$ cat src/rtl/tpx3_ext_sync_rx.sv
// rtl/tpx3_ext_sync_rx.sv - client receiver turning external T0/reset sync lines into clean CLK40 pulses
//
// Purpose:
//   Synchronises and glitch-filters the asynchronous T0_SYNC_EXT and RESET_EXT lines, turns
//   each filtered rising edge into a fixed-width pulse, then applies a holdoff dead time.
//   A reset event outranks a T0 event and can cut a running T0 pulse short.
//
// Ports:
//   CLK40        in   chip clock, the only clock
//   RST          in   synchronous active-high reset
//   ENABLE       in   0 forces the FSM to idle and ignores events
//   CLR_STATUS   in   one-cycle strobe clearing CONFLICT and both counters
//   T0_SYNC_EXT  in   asynchronous T0 line
//   RESET_EXT    in   asynchronous reset line
//   T0_SYNC_OUT  out  T0 pulse, PULSE_LEN cycles
//   RESET_OUT    out  reset pulse, PULSE_LEN cycles
//   BUSY         out  FSM not idle
//   CONFLICT     out  sticky: an event was dropped or a pulse aborted
//   T0_CNT       out  accepted T0 events, wrapping
//   RST_CNT      out  accepted reset events, wrapping
module tpx3_ext_sync_rx #(
  parameter int FILTER_LEN = 4,
  parameter int PULSE_LEN  = 8,
  parameter int HOLDOFF    = 256,
  parameter int CNT_WIDTH  = 16
) (
  input  logic                 CLK40,
  input  logic                 RST,
  input  logic                 ENABLE,
  input  logic                 CLR_STATUS,
  input  logic                 T0_SYNC_EXT,
  input  logic                 RESET_EXT,
  output logic                 T0_SYNC_OUT,
  output logic                 RESET_OUT,
  output logic                 BUSY,
  output logic                 CONFLICT,
  output logic [CNT_WIDTH-1:0] T0_CNT,
  output logic [CNT_WIDTH-1:0] RST_CNT
);

  localparam int FW          = (FILTER_LEN > 1) ? $clog2(FILTER_LEN) : 1;
  localparam int CMAX        = (PULSE_LEN > HOLDOFF) ? PULSE_LEN : HOLDOFF;
  localparam int CCW         = $clog2(CMAX + 1);
  localparam int HOLD_LAST_I = (HOLDOFF > 0) ? HOLDOFF - 1 : 0;

  localparam logic [FW-1:0]  FILT_LAST  = FW'(FILTER_LEN - 1);
  localparam logic [CCW-1:0] PULSE_LAST = CCW'(PULSE_LEN - 1);
  localparam logic [CCW-1:0] HOLD_LAST  = CCW'(HOLD_LAST_I);

  typedef enum logic [1:0] {S_IDLE, S_T0, S_RST, S_HOLD} state_t;

  // Channel 0 is T0, channel 1 is reset.
  logic [1:0]    line_raw;
  logic [1:0]    sync1;
  logic [1:0]    sync2;
  logic [1:0]    level;
  logic [1:0]    level_d;
  logic [1:0]    evt;
  logic [FW-1:0] filt_cnt [2];

  state_t         state;
  state_t         state_n;
  logic [CCW-1:0] cyc;
  logic [CCW-1:0] cyc_n;
  logic           t0_inc;
  logic           rst_inc;
  logic           drop;

  assign line_raw = {RESET_EXT, T0_SYNC_EXT};
  assign evt      = level & ~level_d;

  // Front end runs independently of ENABLE so that enabling with a line already high
  // does not fabricate an event.
  always_ff @(posedge CLK40) begin
    if (RST) begin
      sync1   <= '0;
      sync2   <= '0;
      level   <= '0;
      level_d <= '0;
      for (int i = 0; i < 2; i++) filt_cnt[i] <= '0;
    end else begin
      sync1   <= line_raw;
      sync2   <= sync1;
      level_d <= level;
      for (int i = 0; i < 2; i++) begin
        if (sync2[i] == level[i]) begin
          filt_cnt[i] <= '0;
        end else if (filt_cnt[i] == FILT_LAST) begin
          // FILTER_LEN-th consecutive disagreeing sample flips the level.
          level[i]    <= ~level[i];
          filt_cnt[i] <= '0;
        end else begin
          filt_cnt[i] <= filt_cnt[i] + FW'(1);
        end
      end
    end
  end

  always_ff @(posedge CLK40) begin
    if (RST) begin
      state <= S_IDLE;
      cyc   <= '0;
    end else begin
      state <= state_n;
      cyc   <= cyc_n;
    end
  end

  always_comb begin
    state_n = state;
    cyc_n   = cyc;
    t0_inc  = 1'b0;
    rst_inc = 1'b0;
    drop    = 1'b0;
    if (!ENABLE) begin
      state_n = S_IDLE;
      cyc_n   = '0;
    end else begin
      case (state)
        S_IDLE: begin
          if (evt[1]) begin
            state_n = S_RST;
            cyc_n   = '0;
            rst_inc = 1'b1;
            drop    = evt[0];
          end else if (evt[0]) begin
            state_n = S_T0;
            cyc_n   = '0;
            t0_inc  = 1'b1;
          end
        end
        S_T0: begin
          if (evt[1]) begin
            // Reset pre-empts the T0 pulse and restarts the width counter.
            state_n = S_RST;
            cyc_n   = '0;
            rst_inc = 1'b1;
            drop    = 1'b1;
          end else begin
            drop = evt[0];
            if (cyc == PULSE_LAST) begin
              state_n = (HOLDOFF == 0) ? S_IDLE : S_HOLD;
              cyc_n   = '0;
            end else begin
              cyc_n = cyc + CCW'(1);
            end
          end
        end
        S_RST: begin
          drop = |evt;
          if (cyc == PULSE_LAST) begin
            state_n = (HOLDOFF == 0) ? S_IDLE : S_HOLD;
            cyc_n   = '0;
          end else begin
            cyc_n = cyc + CCW'(1);
          end
        end
        S_HOLD: begin
          // Events on the exit cycle are still dropped; idle listens from the next cycle.
          drop = |evt;
          if (cyc == HOLD_LAST) begin
            state_n = S_IDLE;
            cyc_n   = '0;
          end else begin
            cyc_n = cyc + CCW'(1);
          end
        end
        default: begin
          state_n = S_IDLE;
          cyc_n   = '0;
        end
      endcase
    end
  end

  // Outputs are registered from the next state so they line up with the state register.
  always_ff @(posedge CLK40) begin
    if (RST) begin
      T0_SYNC_OUT <= 1'b0;
      RESET_OUT   <= 1'b0;
      BUSY        <= 1'b0;
      CONFLICT    <= 1'b0;
      T0_CNT      <= '0;
      RST_CNT     <= '0;
    end else begin
      T0_SYNC_OUT <= (state_n == S_T0);
      RESET_OUT   <= (state_n == S_RST);
      BUSY        <= (state_n != S_IDLE);
      if (CLR_STATUS) begin
        CONFLICT <= 1'b0;
        T0_CNT   <= '0;
        RST_CNT  <= '0;
      end else begin
        if (drop)    CONFLICT <= 1'b1;
        if (t0_inc)  T0_CNT   <= T0_CNT + CNT_WIDTH'(1);
        if (rst_inc) RST_CNT  <= RST_CNT + CNT_WIDTH'(1);
      end
    end
  end

endmodule

$ cat config.mk
export PLATFORM = sky130hd
export DESIGN_NAME = tpx3_ext_sync_rx
export DESIGN_NICKNAME = d
export VERILOG_FILES = /design/src/rtl/tpx3_ext_sync_rx.sv
export SDC_FILE = /design/constraint.sdc
export NUM_CORES = 1
export LEC_CHECK = 0
export CAP_MARGIN = 20
export CORE_ASPECT_RATIO = 1.25
export CORE_MARGIN = 4
export CORE_UTILIZATION = 57
export CTS_BUF_LIST = sky130_fd_sc_hd__clkbuf_16
export CTS_CLUSTER_DIAMETER = 50
export DETAILED_ROUTE_END_ITERATION = 8
export PLACE_DENSITY = 0.84
export SYNTH_ARGS = -nofsm -noshare
export SYNTH_HDL_FRONTEND = slang
export SYNTH_SLANG_ARGS = --single-unit
$ cat constraint.sdc
create_clock -name CLK40 -period 5.38 [get_ports CLK40]
set_input_delay 1.614 -clock CLK40 [delete_from_list [all_inputs] [get_ports CLK40]]
set_output_delay 1.614 -clock CLK40 [all_outputs]
set_load 0.05 [all_outputs]
==> results.yml <==
status:
  status: "complete, no violations"
layout:
  num-nets-final: 356
  post-route-util: 0.756
  diodes: 0
  areaGrowthSynthToFinish_pct: 25.5
  drive_gt1_frac: 0.0718
clock_network:
  cts_resized: 0
  htreeDepth: 3
  path_clk_slew_ns: 0.05
  cts_buffers: 9
  clk_path_buf_depth: 2
  clock-sinks: 59
  cts-root-buf: "clkbuf_16"
  post_cts_buffers: 0
  cts_tree: "built"
  postCtsHoldBufs: 0
  clk_latency_ns: 0.33
setup_path:
  path_buf_inv: 2
  slowest_delay_ns: 0.71
  worstSetupEndpointType: "flip-flop"
  timing.critical_path.arrival_ns: 3.57
  crit_chain: "clkdlybuf4s50_1 > nor4bb_1 > buf_4 > nand4_4 > nor4_1 > xnor2_1 > nor2_1"
  critPathKind: "in -> reg"
  path_delay_family: "buffers and inverters"
  worstPathRequired_ns: 5.57
  cp_max_fo: 11
  crit_slowest_cell: "clkdlybuf4s50_1"
  startpoint_type: "primary input"
timing:
  skew_ns: 0.00508
  timing.fmax_mhz: 296
  min_period_ns: 3.38
  slew_headroom: 0.579
  fin_setup_tns_ns: 0
  setup_viol: 0
  slew_violations: 0
  final_hold_viol_count: 0
  tightest_slew_ns: 0.630
  rsz0062_at_grt: "no"
  fin_crit_sh: 0.629
power:
  p_per_area_nw_per_um2: 284
  vdd_drop_max_mv: 0.242
  p_leak_nw: 1.17
synthesis:
  synth_area_sq_um: 2710
  netlist.area_leader.share: 0.407
  async_reset_ff_frac: 0
  synth_commonest_cells: "55 x dfxtp_1, 40 x nor2_1, 23 x nand3_1"
  synthTopCellsByArea: "dfxtp_1 41%, xnor2_1 6.1%, nor2_1 5.5%, edfxtp_1 4.4%, nand3_1 4.3%"
  postSynthAreaPerCell_sq_um: 9.02
  synthCells: 300
  yosysTopAreaCell: "dfxtp_1"
  synth_top_flop_cell: "dfxtp_1"
  ys_ff_latch: 59
  ys_seq_area_frac: 0.451
  ys_warn_count: 0
  synth_edf_count: 4
  synth_most_common_cell: "dfxtp_1"
  synth_cell_type_count: 47
floorplan:
  dieArea_sq_um: 5920
  placementRows: 27
  start_util: 0.602
  die_y_um: 85.0
  core_sq_um: 4490
  boundaryPins: 42
  die_x_um: 69.6
flow_run:
  drv_cap: 0
placed_design:
  gp_congestion: 0.801
  dpl.hpwl_um: 3730
  port_buffers: 41
drt:
  vias: 2226
  wl_um: 5380
  drt_iter0_markers: 113
  drt_first_pass_iters: 4
  drc: 0
  via_per_inst: 5.48
  antenna_left: 0
  wl_per_cell_um: 13.2
grt:
  overflow: 0
  grt_use_total: 0.196
  antenna_found_initial: 0
  grt_pass1_vias: 2175
  grt_pass1_wl_um: 9360
  grt_start_max_net_pins: 34
hold_path:
  hp-class: "reg -> reg"
==> cell usage in the layout, fill, tap and decap left out, types with 9 or more instances in the layout <==
cell type	Yosys	final
clkdlybuf4s50_1	0	41
nand3_1	23	23
inv_1	13	13
nor3_1	12	12
o21ai_0	9	9
nand2_1	16	16
nor2_1	40	40
dfxtp_1	55	55
clkbuf_16	0	9
xnor2_1	19	19
==> worst paths after layout <==
kind,start,end,slack [ns],depth (start not counted)
worst min register to register,sync1[0],sync2[0],0.44,1
worst min-delay path,sync1[0],sync2[0],0.44,1
worst max-delay path,ENABLE,RST_CNT[13],2.00,7
worst max register to register,cyc[0],cyc[7],2.49,11
==> layer usage <==
layer  vias up  share of wire  track usage
met5         -              0            0
met4         0          0.020       0.0923
met3        12          0.054       0.0711
met2        53           0.51        0.337
met1      1036           0.42        0.216
li1       1125              -            -
==> worst reg2reg max path, stage by stage (launching register included) <==
cell      delay, ns
dfxtp_1        0.33
ha_1           0.26
and3_1         0.23
and3_2         0.22
nand3_1        0.11
inv_1          0.05
ha_1           0.21
a21boi_0       0.22
a31oi_1        0.08
o21ai_2        0.41
or4b_2         0.62
o21ai_0        0.08
==> power by group <==
part / leakage (nW) / switching (mW) / internal (mW) / total, mW
clock: 0.130 / 0.190 / 0.304 / 0.494
sequential: 0.485 / 0.00179 / 0.446 / 0.448
combinational: 0.560 / 0.0147 / 0.00884 / 0.0236
==> sequential cells by signal, indices dropped and copies added, names as in the netlist, 4 cells and up <==
name      count
RST_CNT      16
T0_CNT       16
cyc           9
filt_cnt      4
==> final cells by class <==
class,instances,area [sq um]
well taps,58,72.6
clock buffers,9,225
multi-input cells,218,1380
repair buffers,42,418
fillers,334,1100
flip-flops and latches,59,1220
clock inverters,7,35.0
inverters,13,48.8
==> metrics by stage <==
step	power (mW)	std cells	setup WS, ns	area (sq um)	hold WS [ns]
floorplan	0.473	303	2.57	2720	0.414
global placement	0.479	390	1.77	3140	0.416
detailed placement	0.480	390	1.65	3140	0.429
CTS	0.974	406	2.03	3400	0.441
global route	0.998	406	1.88	3400	0.466
finish	0.965	406	2.00	3400	0.439
==> kinds of logic (layout without fill, tap and decap cells) <==
| kind of cell | Yosys count | after routing | share of synthesized area |
|---|---|---|---|
| adders and majority gates | 7 | 7 | 0.0324 |
| AOI/OAI and AO/OA | 33 | 33 | 0.0791 |
| other | 1 | 4 | 0.00139 |
| and+or+nand+nor | 139 | 139 | 0.275 |
| buffers and inverters | 26 | 71 | 0.0444 |
| DFF | 59 | 59 | 0.451 |
| muxes | 8 | 8 | 0.0296 |
| xor gates and xnor gates | 27 | 27 | 0.0874 |
(Power assumes the default switching activity.)
